[src/rtl/vpe_pkg.sv]
// vpe_pkg: shared VPE types and PSUM saturation bounds
// Holds the accumulator FSM state type and the signed PSUM limits reused by
// the dequantiser clip.
package vpe_pkg;
  typedef enum logic {IDLE, ACCUM} vpe_accum_state_t;
  localparam int PSUM_W = 32;
  localparam logic signed [PSUM_W-1:0] PSUM_MAX = {1'b0, {(PSUM_W-1){1'b1}}};
  localparam logic signed [PSUM_W-1:0] PSUM_MIN = {1'b1, {(PSUM_W-1){1'b0}}};
endpackage

[src/rtl/vpe_sat_adder.sv]
// vpe_sat_adder: signed adder, saturating when VPE_ACCUM_SAT_EN is defined
// Ports: a, b (signed operands) -> sum (signed result), ovf (saturation event)
// Without VPE_ACCUM_SAT_EN the sum wraps and ovf is tied low.
module vpe_sat_adder #(
  parameter int WIDTH = 32
) (
  input  logic signed [WIDTH-1:0] a,
  input  logic signed [WIDTH-1:0] b,
  output logic signed [WIDTH-1:0] sum,
  output logic                    ovf
);
  logic signed [WIDTH-1:0] raw;
  assign raw = a + b;
`ifdef VPE_ACCUM_SAT_EN
  localparam logic signed [WIDTH-1:0] MAX = {1'b0, {(WIDTH-1){1'b1}}};
  localparam logic signed [WIDTH-1:0] MIN = {1'b1, {(WIDTH-1){1'b0}}};
  // Overflow only when both operands share a sign the result does not.
  assign ovf = (a[WIDTH-1] == b[WIDTH-1]) && (raw[WIDTH-1] != a[WIDTH-1]);
  assign sum = ovf ? (a[WIDTH-1] ? MIN : MAX) : raw;
`else
  assign ovf = 1'b0;
  assign sum = raw;
`endif
endmodule

[src/rtl/vpe_psum_accum.sv]
// vpe_psum_accum: K-tile partial-sum accumulator feeding the lane dequantiser
// Ports: clk, rst (sync, active-low); accum_start/num_k_tiles/tile_rows start
// a tile; accum_in_valid/accum_in carry partial sums; accum_out_valid/accum_out
// stream final sums one cycle after the final-pass input; accum_busy,
// accum_done, accum_overflow report status.
// Macro VPE_ACCUM_SAT_EN selects saturating (vs wrapping) accumulation.
module vpe_psum_accum
  import vpe_pkg::*;
#(
  parameter int PSUM_WIDTH  = PSUM_W,
  parameter int DEPTH       = 16,
  parameter int KTILE_WIDTH = 8
) (
  input  logic                         clk,
  input  logic                         rst,
  input  logic                         accum_start,
  input  logic [KTILE_WIDTH-1:0]       num_k_tiles,
  input  logic [$clog2(DEPTH+1)-1:0]   tile_rows,
  input  logic                         accum_in_valid,
  input  logic [PSUM_WIDTH-1:0]        accum_in,
  output logic                         accum_out_valid,
  output logic [PSUM_WIDTH-1:0]        accum_out,
  output logic                         accum_busy,
  output logic                         accum_done,
  output logic                         accum_overflow
);
  localparam int RW = $clog2(DEPTH + 1);
  localparam int AW = (DEPTH > 1) ? $clog2(DEPTH) : 1;
  vpe_accum_state_t state, state_d;
  logic [PSUM_WIDTH-1:0]  row_buf [DEPTH];
  logic [AW-1:0]          row_ptr, rows_m1;
  logic [KTILE_WIDTH-1:0] k_cnt, k_m1;
  logic [RW-1:0]          rows_c;
  logic                   start_ok, accept, last_row, final_in, add_ovf;
  logic [PSUM_WIDTH-1:0]  sum, val;
  assign start_ok = (state == IDLE) && accum_start;
  assign accept   = (state == ACCUM) && accum_in_valid;
  assign last_row = row_ptr == rows_m1;
  assign final_in = accept && (k_cnt == k_m1);
  assign rows_c   = (tile_rows == '0 || tile_rows > RW'(DEPTH)) ? RW'(DEPTH) : tile_rows;
  // Flop-array read is combinational, so a rows==1 back-to-back RMW already
  // sees the previous cycle's write.
  vpe_sat_adder #(.WIDTH(PSUM_WIDTH)) u_add (
    .a  (row_buf[row_ptr]),
    .b  (accum_in),
    .sum(sum),
    .ovf(add_ovf)
  );
  // Pass 0 overwrites so stale buffer contents never contribute.
  assign val = (k_cnt == '0) ? accum_in : sum;
  always_ff @(posedge clk)
    if (!rst) state <= IDLE;
    else      state <= state_d;
  always_comb
    state_d = (state == IDLE) ? (accum_start ? ACCUM : IDLE)
                              : ((final_in && last_row) ? IDLE : ACCUM);
  always_comb
    accum_busy = state == ACCUM;
  always_ff @(posedge clk)
    if (!rst) begin
      row_ptr         <= '0;
      k_cnt           <= '0;
      rows_m1         <= '0;
      k_m1            <= '0;
      accum_out_valid <= 1'b0;
      accum_out       <= '0;
      accum_done      <= 1'b0;
      accum_overflow  <= 1'b0;
    end else begin
      accum_out_valid <= final_in;
      accum_done      <= final_in && last_row;
      if (final_in) accum_out <= val;
      if (start_ok) begin
        row_ptr        <= '0;
        k_cnt          <= '0;
        rows_m1        <= AW'(rows_c - 1'b1);
        k_m1           <= (num_k_tiles == '0) ? '0 : num_k_tiles - 1'b1;
        accum_overflow <= 1'b0;
      end else if (accept) begin
        row_ptr <= last_row ? '0 : row_ptr + 1'b1;
        if (last_row) k_cnt <= k_cnt + 1'b1;
        if (k_cnt != '0 && add_ovf) accum_overflow <= 1'b1;
      end
    end
  always_ff @(posedge clk)
    if (rst && accept) row_buf[row_ptr] <= val;
endmodule
[config.mk]
export PLATFORM = sky130hd
export DESIGN_NAME = vpe_psum_accum
export DESIGN_NICKNAME = d
export VERILOG_FILES = /design/src/rtl/vpe_pkg.sv /design/src/rtl/vpe_sat_adder.sv /design/src/rtl/vpe_psum_accum.sv
export SDC_FILE = /design/constraint.sdc
export NUM_CORES = 1
export LEC_CHECK = 0
export CORE_ASPECT_RATIO = 1.75
export CORE_MARGIN = 3
export CORE_UTILIZATION = 60
export DETAILED_ROUTE_END_ITERATION = 12
export PLACE_DENSITY = 0.87
export SYNTH_ARGS = -nofsm -noshare
export SYNTH_HDL_FRONTEND = slang
export SYNTH_SLANG_ARGS = --single-unit
[constraint.sdc]
create_clock -name clk -period 11 [get_ports clk]
set_input_delay 2.75 -clock clk [delete_from_list [all_inputs] [get_ports clk]]
set_output_delay 2.75 -clock clk [all_outputs]
set_load 0.01 [all_outputs]
==> impl_metrics.csv, run 1 <==
group,metric,value,unit
floorplanning,num_rows,96,
cts,clk_latency,0.57,ns
sta,skew,0.0177,ns
sta,drv_slew,0,
grt,met1_usage,36.0,%
routing,routed_wl,59.3,mm
floorplanning,dieArea,42200,µm²
cts,clock_path_buffers,3,
sta,max_slew_margin,8.52,%
sta,hold_viol_final,0,
yosys,synth_warnings,0,
grt,grt_pass1_wl,88.3,mm
power_and_ir_drop,power_density,163,nW/µm²
power_and_ir_drop,finalPower,0.00439,W
routing,route.detailed.drc,0,
cts,numCtsBuffers,47,
setup_path,path_buf_inv,2,
grt,grtUsageTotal,28.6,%
sta,clock.fmax,0.152,GHz
setup_path,required,11.22,ns
cts,cts.root.buffer_cell,"clkbuf_16",
power_and_ir_drop,ir_drop,124,µV
sta,worst_pin_slew,1.37,ns
yosys,synthTopCellsByArea,"edfxtp_1 65%, mux4_2 15%, dfxtp_1 5.3%",
setup_path,path_class,"primary input to flip-flop",
min_path,min_path_type,"flip-flop to flip-flop",
routing,firstDrtPassIters,6,
setup_path,crit_fanout,17,
cts,post_cts_buffers,0,
floorplanning,fp.dieW,157,µm
yosys,ys_types,54,
run_status,status,"completed",
grt,antenna_found_initial,0,
yosys,avgSynthCellArea,17.8,µm²
cts,post_cts_resized,0,
floorplanning,die_h,270,µm
cts,hold_buffers,0,
setup_path,critical_path.slowest_cell,"o21ai_1",
yosys,ys.flop_type,"edfxtp_1",
routing,vias,13578,
sta,finalSetupViolCount,0,
yosys,synth_fp_nets,1427,
grt,grt_overflow,0,
placed_design,port_buffers,83,
cts,cts.clk_slew.worst_paths,0.07,ns
yosys,async_flop_share,0,%
routing,drt_iter0_drc,1681,
yosys,synthMostInstantiatedCell,"edfxtp_1",
yosys,synth_edf_count,512,
grt,top_usage_layer,"met2",
grt,grt_max_degree,104,
routing,wl_per_cell,30.1,µm
cells_and_area,syn2layout_area_growth,13.0,%
grt,grt_pass1_vias,13992,
placed_design,place.gp.congestion,0.836,
cells_and_area,antenna_cells,0,
routing,drtAntennaViolNets,0,
yosys,yosysSeqAreaShare,69.8,%
sta,min_period,6.57,ns
setup_path,startpoint_type,"primary input",
floorplanning,fp.coreArea,39300,µm²
yosys,synth_area,23800,µm²
yosys,synth_top_area_share,64.5,%
grt,grtUsageMet2,48.5,%
routing,vias_per_cell,6.89,
floorplanning,io_pins,85,
setup_path,crit_family,"compound AO/OA/AOI/OAI gates",
power_and_ir_drop,power.leakage,8.63,nW
yosys,synthCells,1338,
job,cap_violations,0,
cells_and_area,final_nets,1532,
cts,cts_num_sinks,575,
cells_and_area,fin_util,68.6,%
setup_path,cpPeakStageDelay,0.80,ns
setup_path,cp-end-kind,"flip-flop",
placed_design,hpwl,32.6,mm
grt,grt_util_met3,4.40,%
yosys,synth.top_cells.by_count,"512 x edfxtp_1, 160 x mux4_2, 90 x nand2_1",
setup_path,arrival,6.78,ns
sta,post-route-period-util,59.7,%
sta,tns,0,ns
yosys,synth_seq_cells,575,
cts,h-tree-depth,2,
cells_and_area,drive_gt1_share,19.8,%
yosys,yosys.area.top_type,"edfxtp_1",
sta,rsz0062_at_grt,"no",
floorplanning,start_util,60.7,%
cts,tritoncts,"yes",
setup_path,path_cells,"clkdlybuf4s50_1 > ha_1 > inv_1 > fa_1 > nor2b_1 > o2111ai_1 > a21oi_1 > o21bai_1 > o31ai_1 > a31oi_1 > xor2_1 > o21ai_1",
-- layout by cell type, fill, tap and decap left out, drive strengths merged, types with 3 or more instances in the layout --
| cell | n |
|---|---|
| edfxtp | 512 |
| mux4 | 160 |
| nand2 | 90 |
| nor2 | 87 |
| clkdlybuf4s50 | 83 |
| dfxtp | 63 |
| clkbuf | 63 |
| a21oi | 58 |
| o21ai | 42 |
| ha | 39 |
| xnor2 | 31 |
| buf | 31 |
| xor2 | 25 |
| a21o | 23 |
| clkinv | 19 |
| inv | 14 |
| nor3 | 10 |
| nand4 | 9 |
| and2 | 8 |
| nand3 | 8 |
| mux2i | 8 |
| a31oi | 8 |
| nand2b | 7 |
| and3 | 7 |
| a211oi | 7 |
| o21a | 6 |
| or3 | 6 |
| nor2b | 5 |
| or2 | 4 |
| o31ai | 4 |
| o211a | 4 |
| o211ai | 3 |
| a21boi | 3 |
| o21bai | 3 |
| bufinv | 3 |
| clkinvlp | 3 |
-- area by class of cell --
class,count,area (µm²)
flip-flops and latches,575,16600
fillers,2314,12300
multi-input cells,690,7040
clock buffers,63,1320
repair buffers,114,1080
well taps,490,613
clock inverters,24,190
inverters,15,56.3
-- power by group --
group / switching (W) / internal [W] / total [W]
clock: 0.000744 / 0.000913 / 0.00166
combinational: 0.000190 / 0.000130 / 0.000320
sequential: 0.0000117 / 0.00241 / 0.00242
total: 0.000946 / 0.00345 / 0.00439
-- tightest hold or removal path, cell delays in order (launching register included) --
cell	delay, ns
dfxtp_1	0.31
nand2_1	0.05
a21oi_1	0.05
-- cell families after synthesis --
family / count (synthesis) / synth area share (%)
buf+inv: 73 / 1.22
compound gates: 174 / 4.61
simple gates: 251 / 4.70
flops: 575 / 69.8
xor+xnor: 56 / 2.06
other cells: 1 / 0.0157
fa+ha+maj: 40 / 2.13
mux: 168 / 15.5
-- per-stage QoR --
step	std cells	worst slack (ns)	instance area, µm²	hold slack, ns
after floorplan	1338	5.41	23800	0.444
after global placement	1884	4.39	25400	0.441
after detailed placement	1884	4.08	25400	0.446
after CTS	1971	4.51	26900	0.454
after global routing	1971	4.11	26900	0.476
final	1971	4.43	26900	0.452
-- registers in the layout, summed over array words and instances, names as in the netlist, named ones only --
register,count
row_ptr,4
k_cnt,8
k_m1,8
row_buf,512
rows_m1,4
accum_out,32
accum_out_valid,1
accum_busy,1
accum_done,1
-- layer usage --
metal | up-vias | wire [µm]
li1 | 5552 | -
met1 | 6800 | 19600
met4 | 0 | 3420
met3 | 252 | 5380
met5 | - | 0
met2 | 974 | 30900
-- worst paths after layout --
path	from	to	slack (ns)	cells past startpoint
min	accum_out[7]	accum_out[7]	0.45	2
max reg2reg	flip-flop	row_buf[13][31]	4.47	13
max	accum_in[0]	row_buf[2][20]	4.43	12
min reg2reg	accum_out[7]	accum_out[7]	0.45	2
Power figures use the tool's default switching activity.
==> inputs of run 2 (changes only) <==
==> constraint.sdc (replaced) <==
create_clock -name clk -period 6.6 [get_ports clk]
set_input_delay 1.65 -clock clk [delete_from_list [all_inputs] [get_ports clk]]
set_output_delay 1.65 -clock clk [all_outputs]
set_load 0.01 [all_outputs]
==> impl_metrics.csv, run 2 (synthesis results as in run 1) <==
group,metric,value,unit
run_status,status,"completed",
job,cap_violations,0,
setup_path,required,6.82,ns
sta,skew,0.0183,ns
cts,post_cts_resized,0,
grt,antenna_found_initial,0,
cts,tritoncts,"yes",
cells_and_area,largest_reg_flops,512,
routing,firstDrtPassIters,5,
cts,cts.clk_slew.worst_paths,0.07,ns
cells_and_area,final_nets,1539,
power_and_ir_drop,finalPower,0.00751,W
sta,rsz0062_at_grt,"no",
cts,post_cts_buffers,0,
sta,drv_slew,0,
floorplanning,fp.dieW,157,µm
min_path,min_path_type,"flip-flop to flip-flop",
grt,grt_pass1_vias,14118,
setup_path,startpoint_type,"flip-flop",
routing,route.detailed.drc,0,
cts,h-tree-depth,2,
power_and_ir_drop,power_density,277,nW/µm²
routing,vias,13474,
cells_and_area,mostFrequentLayoutCells,"512 x edfxtp_1, 160 x mux4_2, 90 x nand2_1",
routing,routed_wl,59.2,mm
cts,numCtsBuffers,48,
floorplanning,fp.coreArea,39300,µm²
floorplanning,io_pins,85,
routing,wl_per_cell,30.0,µm
setup_path,path_class,"flip-flop to flip-flop",
sta,post-route-period-util,85.0,%
sta,max_slew_margin,12.4,%
power_and_ir_drop,ir_drop,185,µV
grt,grt_max_degree,65,
placed_design,place.gp.congestion,0.882,
placed_design,port_buffers,83,
routing,drt_iter0_drc,1602,
cts,cts.root.buffer_cell,"clkbuf_16",
cts,hold_buffers,0,
cells_and_area,regMostFlops,"row_buf",
sta,min_period,5.61,ns
power_and_ir_drop,power.leakage,8.71,nW
floorplanning,die_h,270,µm
setup_path,crit_fanout,40,
floorplanning,num_rows,96,
sta,worst_pin_slew,1.31,ns
cells_and_area,final_common_cell,"edfxtp_1",
placed_design,hpwl,34.7,mm
floorplanning,start_util,60.7,%
routing,drtAntennaViolNets,0,
cells_and_area,reg.largest.list,"row_buf (512), accum_out (32)",
cts,clock_path_buffers,3,
sta,finalSetupViolCount,0,
setup_path,cp-end-kind,"flip-flop",
sta,clock.fmax,0.178,GHz
cts,clk_latency,0.58,ns
floorplanning,dieArea,42200,µm²
sta,hold_viol_final,0,
cts,cts_num_sinks,575,
cells_and_area,drive_gt1_share,20.3,%
grt,grtUsageTotal,28.4,%
setup_path,arrival,5.83,ns
grt,grt_pass1_wl,88.0,mm
grt,grt_overflow,0,
cells_and_area,antenna_cells,0,
sta,tns,0,ns
cells_and_area,syn2layout_area_growth,13.8,%
routing,vias_per_cell,6.82,
## run 2: changes by cell type in the layout (fill, tap and decap cells not counted), moves of 2 or more
cell / delta
buf_12: +2
buf_4: +4
bufinv_16: +4
clkbuf_8: -2
clkinv_1: -3
clkinv_2: -2
clkinvlp_4: +4
## run 2: report_power, final
group          leakage (nW)  switching, W  total [W]  internal (W)
Clock                 0.774       0.00128    0.00295       0.00166
Sequential             5.12     0.0000224    0.00403       0.00401
Combinational          2.81      0.000313   0.000534      0.000221
## run 2: path summary, 6_finish.rpt
| kind | start | to | slack (ns) | cells after the start |
|---|---|---|---|---|
| min reg2reg | accum_out[11] | accum_out[11] | 0.46 | 2 |
| min | accum_out[11] | accum_out[11] | 0.46 | 2 |
| max | flip-flop | row_buf[0][20] | 0.99 | 11 |
| max reg2reg | flip-flop | row_buf[0][20] | 0.99 | 11 |
## run 2: layout make-up
class	count	area (µm²)
well taps	490	613
clock inverters	27	325
multi-input cells	690	7040
fillers	2278	12200
flip-flops and latches	575	16600
repair buffers	120	1150
clock buffers	60	1290
inverters	15	56.3
## run 2: critical path, cell delays in order (launching register included)
cell and delay (ns):
dfxtp_4 0.91, mux4_2 0.62, mux4_2 0.51, ha_1 0.41, nor2b_1 0.26, o2111ai_1 0.18, a21oi_1 0.46, o21bai_1 0.25
o31ai_1 0.48, a31oi_1 0.20, xor2_1 0.17, o21ai_1 0.79
## run 2: per-stage QoR
| step | std cells | worst slack, ns | hold WS [ns] | util [%] | instance area (µm²) |
|---|---|---|---|---|---|
| floorplan | 1338 | 1.75 | 0.444 | - | 23800 |
| global placement | 1890 | 1.07 | 0.440 | 64.9 | 25500 |
| detailed placement | 1890 | 0.831 | 0.447 | 64.9 | 25500 |
| CTS | 1977 | 1.06 | 0.456 | 69.0 | 27100 |
| global route | 1977 | 0.689 | 0.473 | 69.0 | 27100 |
| finish | 1977 | 0.988 | 0.457 | 69.0 | 27100 |
## run 2: routing by layer
metal | vias to the layer above | share of wire [%] | global-route usage [%]
li1 | 5556 | - | -
met1 | 6794 | 33 | 35.4
met2 | 904 | 53 | 48.8
met3 | 220 | 8.7 | 4.54
met4 | 0 | 5.2 | 13.4
met5 | - | 0 | 0
